## config.mk

```make
export PLATFORM = sky130hd
export DESIGN_NAME = dvp_rgb565_tx
export DESIGN_NICKNAME = d
export VERILOG_FILES = /design/src/rtl/dvp_rgb565_tx.sv
export SDC_FILE = /design/constraint.sdc
export NUM_CORES = 1
export LEC_CHECK = 0
export BUFFER_PORTS_ARGS = -buffer_cell sky130_fd_sc_hd__clkbuf_2
export CAP_MARGIN = 10
export CORE_UTILIZATION = 61
export CTS_CLUSTER_SIZE = 20
export DETAILED_ROUTE_END_ITERATION = 12
export PLACE_DENSITY = 0.94
export SETUP_SLACK_MARGIN = 0.5
export SYNTH_ARGS = -nofsm -noshare
export SYNTH_HDL_FRONTEND = slang
export SYNTH_SLANG_ARGS = --single-unit
```

## constraint.sdc

```tcl
create_clock -name clk -period 4.3 [get_ports clk]
set_input_delay 0.645 -clock clk [delete_from_list [all_inputs] [get_ports clk]]
set_output_delay 0.645 -clock clk [all_outputs]
set_load 0.02 [all_outputs]
```

## src/rtl/dvp_rgb565_tx.sv

```systemverilog
// Synthetic OV5640-style DVP source: emits RGB565 test patterns as an 8-bit
// parallel stream (vsync/href/data) with one byte per clk, high byte first.
module dvp_rgb565_tx #(
  parameter int H_ACTIVE    = 480,
  parameter int V_ACTIVE    = 272,
  parameter int H_BLANK     = 64,
  parameter int VS_LINES    = 2,
  parameter int V_BACK      = 4,
  parameter int V_FRONT     = 4,
  parameter int CHECK_SHIFT = 3
) (
  input  logic        clk,
  input  logic        rst_n,
  input  logic        en,
  input  logic [1:0]  mode,
  input  logic [15:0] solid_color,
  output logic        cmos_vsync,
  output logic        cmos_href,
  output logic [7:0]  cmos_db,
  output logic [15:0] frame_cnt,
  output logic        busy
);

  localparam int HTOTAL = 2 * H_ACTIVE + H_BLANK;
  localparam int VTOTAL = VS_LINES + V_BACK + V_ACTIVE + V_FRONT;
  localparam int HW     = $clog2(HTOTAL + 1);
  localparam int VW     = $clog2(VTOTAL + 1);
  localparam int BAR_W  = (H_ACTIVE / 8 > 0) ? H_ACTIVE / 8 : 1;

  localparam logic [HW-1:0] H_LAST    = HW'(HTOTAL - 1);
  localparam logic [HW-1:0] H_ACT_END = HW'(2 * H_ACTIVE);
  localparam logic [VW-1:0] V_LAST    = VW'(VTOTAL - 1);
  localparam logic [VW-1:0] VS_END    = VW'(VS_LINES);
  localparam logic [VW-1:0] V_ACT_BEG = VW'(VS_LINES + V_BACK);
  localparam logic [VW-1:0] V_ACT_END = VW'(VS_LINES + V_BACK + V_ACTIVE);

  typedef enum logic {S_IDLE = 1'b0, S_RUN = 1'b1} state_t;

  state_t        r_state;
  state_t        w_state_next;
  logic          w_start;
  logic          w_run;
  logic          w_last;
  logic [HW-1:0] r_h;
  logic [VW-1:0] r_v;
  logic [1:0]    r_mode;
  logic [15:0]   r_solid;
  logic          r_done;
  logic [15:0]   r_frame_cnt;

  logic [15:0]   w_x;
  logic [15:0]   w_y;
  logic [15:0]   w_bar;
  logic [2:0]    w_bar_idx;
  logic [15:0]   w_pix;
  logic [7:0]    w_byte;
  logic          w_vsync;
  logic          w_href;

  assign w_run  = (r_state == S_RUN);
  assign w_last = (r_h == H_LAST) && (r_v == V_LAST);

  // en is only looked at in IDLE and on the last clock of a frame, so a frame
  // in flight always runs to completion.
  always_comb begin
    w_state_next = r_state;
    w_start      = 1'b0;
    case (r_state)
      S_IDLE: begin
        if (en) begin
          w_state_next = S_RUN;
          w_start      = 1'b1;
        end
      end
      S_RUN: begin
        if (w_last) begin
          if (en) w_start = 1'b1;
          else    w_state_next = S_IDLE;
        end
      end
      default: w_state_next = S_IDLE;
    endcase
  end

  always_ff @(posedge clk) begin
    if (!rst_n) begin
      r_state <= S_IDLE;
      r_h     <= '0;
      r_v     <= '0;
      r_mode  <= 2'd0;
      r_solid <= 16'h0000;
    end else begin
      r_state <= w_state_next;
      if (w_start) begin
        r_h     <= '0;
        r_v     <= '0;
        r_mode  <= mode;
        r_solid <= solid_color;
      end else if (w_run) begin
        if (r_h == H_LAST) begin
          r_h <= '0;
          r_v <= (r_v == V_LAST) ? '0 : r_v + VW'(1);
        end else begin
          r_h <= r_h + HW'(1);
        end
      end
    end
  end

  always_comb begin
    w_x       = 16'(r_h >> 1);
    w_y       = 16'(r_v) - 16'(V_ACT_BEG);
    w_bar     = w_x / 16'(BAR_W);
    w_bar_idx = (w_bar > 16'd7) ? 3'd7 : w_bar[2:0];
    w_pix     = 16'h0000;
    case (r_mode)
      2'd0: begin
        case (w_bar_idx)
          3'd0:    w_pix = 16'hFFFF;
          3'd1:    w_pix = 16'hFFE0;
          3'd2:    w_pix = 16'h07FF;
          3'd3:    w_pix = 16'h07E0;
          3'd4:    w_pix = 16'hF81F;
          3'd5:    w_pix = 16'hF800;
          3'd6:    w_pix = 16'h001F;
          default: w_pix = 16'h0000;
        endcase
      end
      2'd1:    w_pix = {w_x[4:0], w_x[5:0], w_x[4:0]};
      2'd2:    w_pix = r_solid;
      default: w_pix = ((((w_x ^ w_y) >> CHECK_SHIFT) & 16'd1) != 16'd0) ? 16'hFFFF : 16'h0000;
    endcase
    w_byte  = r_h[0] ? w_pix[7:0] : w_pix[15:8];
    w_vsync = w_run && (r_v < VS_END);
    w_href  = w_run && (r_v >= V_ACT_BEG) && (r_v < V_ACT_END) && (r_h < H_ACT_END);
  end

  // Outputs trail the counters by one clock; the frame count follows the
  // registered end-of-frame flag so it moves together with busy.
  always_ff @(posedge clk) begin
    if (!rst_n) begin
      cmos_vsync  <= 1'b0;
      cmos_href   <= 1'b0;
      cmos_db     <= 8'h00;
      busy        <= 1'b0;
      r_done      <= 1'b0;
      r_frame_cnt <= 16'h0000;
    end else begin
      cmos_vsync <= w_vsync;
      cmos_href  <= w_href;
      cmos_db    <= w_href ? w_byte : 8'h00;
      busy       <= w_run;
      r_done     <= w_run && w_last;
      if (r_done) r_frame_cnt <= r_frame_cnt + 16'd1;
    end
  end

  assign frame_cnt = r_frame_cnt;

endmodule

```

==> results.md <==
* Initial Util at around 65%
* Pleak at between 1 and 1.5 nW
* Synth warn at 0
* Drt wl/cell at between 10 and 15 um
* Reg2Reg Depth at 7
* Chip Width at ~74 um
* # Post-CTS Setup Buffers at 0
* Hold path depth at 2
* Worst hold path endpoint: r_solid[11]
* Xor and xnor area share after synthesis at under 10%
* Worst Path Max Fanout at 21
* Hold-fix buffers, CTS at 0
* HPWL Detailed at around 5000 um
* Sequential element share of the synthesized area at 42.5%
* First-pass GRT wire length at 11700 um
* Area share of the largest cell type after synthesis at approximately 42%
* CTS resizes at 0
* Antenna Nets Post-Route at 0
* Synth top cells by count: 67 x dfxtp_1, 67 x nand2_1, 35 x a21oi_1
* Synth Cell Area at between 0.003 and 0.004 mm2
* Top Ports at 48
* Crit path required time at ~4.5 ns
* Final setup TNS at 0 ns
* Net Count, Synth at 408
* Status: finished, final reports clean
* Tmin final at 2.72 ns
* F_max at 367 MHz
* Dominant register cell in the synthesized netlist: dfxtp_1
* RR Endpoint: r_v[7]
* Utilization after layout at roughly three quarters
* Worst-Skew Late Latency at about 0.35 ns
* Clk pwr share at about 41%
* DRC at 0
* Sw frac at approximately 24%
* Rel. slew slack at between 30% and 40%
* Synth async-reset ratio at 0%
* Comb pwr share at under 10%
* Antenna Cells at 0
* RSZ-0062 raised after global routing: no
* Post-synthesis adder-cell area fraction at under 10%
* Power density over the cells at 342 mW/mm2
* Sw power at between 200 and 300 uW
* Top post-synthesis cells by area: dfxtp_1 42%, nand2_1 8.0%, a21oi_1 5.5%
* EDFF count, synth at 0
* Row count at 25
* Via/cell ratio at roughly 6
* Worst Tran Pin Value at around 1.0 ns
* Die footprint at 0.00547 mm2
* Internal power at 916 uW
* Worst hold slack at 0.462 ns
* Largest area contributor in the netlist: dfxtp_1
* Ratio of final minimum period to clock period at between 60% and 70%
* CTS tree: done
* Final Max Slew Viols at 0
* Core area at around 0.0048 mm2
* Routed WL at roughly 7300 um
* Max VDD drop at around 280 uV
* Clk root buf: clkbuf_8
* Final #Nets at 440
* Vias in the first global route at roughly 2600
* Max clock buf depth at 2
* Inserted Clock Buffers at 9
* R2R Path Start: r_h[0]
* DRT Pass-1 Iters at 5
* Largest net degree at the start of global routing at 37
* Area fraction in compound gates after synthesis at between 10% and 20%
* Detailed-route via count at between 2000 and 3000
* Synth Area in Simple Gates at between 20% and 30%
* Syn avg cell area at 8.25 um2
* Vert. Die Dim at ~74 um
* IO Port Bufs at 47
* Total track usage at approximately 29%
* Iteration-0 DRC count of the detailed router at 393
* Largest family of logic cells by synthesized area: simple AND/OR/NAND/NOR gates
* Post-synthesis mux area share at 0.317%
* Setup CP Type: reg -> reg
* Placer Congestion at 0.888
* # fillers at approximately 360
* Seq cells post-synth at 67
* Initial antenna violation count at 0
* Reg clk slew, reported paths at approximately 0.070 ns
* Overflow after GRT at 0
* Reg2Reg Setup Slack at between 1.5 and 2 ns
* Final Hold Viols at 0
* Hold path startpoint: r_solid[11]
* Yosys cell types at 52
* H-tree depth at 3
* Final Setup Violations at 0
* HP Class: reg -> reg
* Clock skew at a little over 0.01 ns
* Worst setup EP type: register
* Syn-to-layout area delta at 12.2%
* Cell count after synthesis at between 300 and 400
* Num Clock Sinks at 67
* Share of layout cells above drive strength 1 at 18.1%
* Max-cap violation count at 0
* CP arrival at approximately 2.9 ns
* Sequential share of power at between 50% and 60%
* Startpoint types: register
-- critical path: stages (launching register included) --
cell	delay (ns)
dfxtp_1	0.56
ha_1	0.27
nand3b_1	0.13
or3_1	0.45
o21ai_2	0.16
nand2_1	0.41
o311ai_1	0.46
nor2_1	0.13
-- layout by cell type (no fill, tap or decap), types with 6 or more instances in the layout --
cell type  instances
a22oi_1            7
a221oi_1           6
o21ai_0           13
nand4_1            8
xnor2_1           10
nand3_1           10
nand2_1           67
dfxtp_1           67
nor3_1             6
clkbuf_2          47
or3_1              9
clkbuf_8          12
a21oi_1           35
xor2_1            18
nor2_1            34
inv_1              6
-- final cells by class --
class                   instances  area [um2]  share of cell area, %
clock inverters                 3        21.3                  0.600
clock buffers                  13         169                   4.77
repair buffers                 47         235                   6.64
multi-input cells             283        1670                   47.0
flip-flops and latches         67        1340                   37.9
inverters                       7        26.3                  0.742
well taps                      67        83.8                   2.37
-- cell families after synthesis --
| family | after synthesis |
|---|---|
| compound gates | 89 |
| xor+xnor | 28 |
| fa+ha+maj | 5 |
| buf+inv | 33 |
| flops | 67 |
| mux | 1 |
| simple gates | 160 |
-- power groups by stage --
stage,sequential (mW),clock (mW),combinational [mW]
after floorplan,0.653,0,0.0569
after global placement,0.656,0,0.0723
after detailed placement,0.657,0,0.0742
after CTS,0.643,0.498,0.0750
after global routing,0.644,0.528,0.0843
final,0.644,0.491,0.0759
-- worst max path at each step --
stage,start,end,slack [ns],cells after the start
2_1_floorplan,r_v[5],cmos_db[3],2.21,6
3_3_place_gp,r_h[0],r_v[2],1.81,7
3_5_place_dp,r_h[0],r_v[7],1.69,7
4_1_cts,r_h[0],r_v[7],1.65,7
5_1_grt,r_h[0],r_v[8],1.31,7
6_report,r_h[0],r_v[7],1.58,7
-- flip-flops by register name, summed over array words and instances, names as in the netlist --
signal      cells
cmos_vsync      1
r_solid        16
cmos_db         8
busy            1
r_v             9
r_state         1
cmos_href       1
r_mode          2
r_done          1
frame_cnt      16
r_h            11
-- per-stage QoR --
| step | std cells | area [um2] | setup WS (ns) | total power, mW |
|---|---|---|---|---|
| after global routing | 487 | 3540 | 1.31 | 1.26 |
| after CTS | 487 | 3540 | 1.65 | 1.22 |
| after detailed placement | 471 | 3350 | 1.69 | 0.731 |
| after floorplan | 383 | 3160 | 2.21 | 0.710 |
| final | 487 | 3540 | 1.58 | 1.21 |
| after global placement | 471 | 3350 | 1.81 | 0.729 |
-- metal layers --
metal / global-route usage (%) / routed length (um) / vias up
met4: 13.5 / 195 / 0
li1: - / - / 1406
met2: 47.2 / 3540 / 138
met5: 0 / 0 / -
met1: 32.9 / 2920 / 1353
met3: 11.4 / 594 / 22
Power figures use the tool's default switching activity.
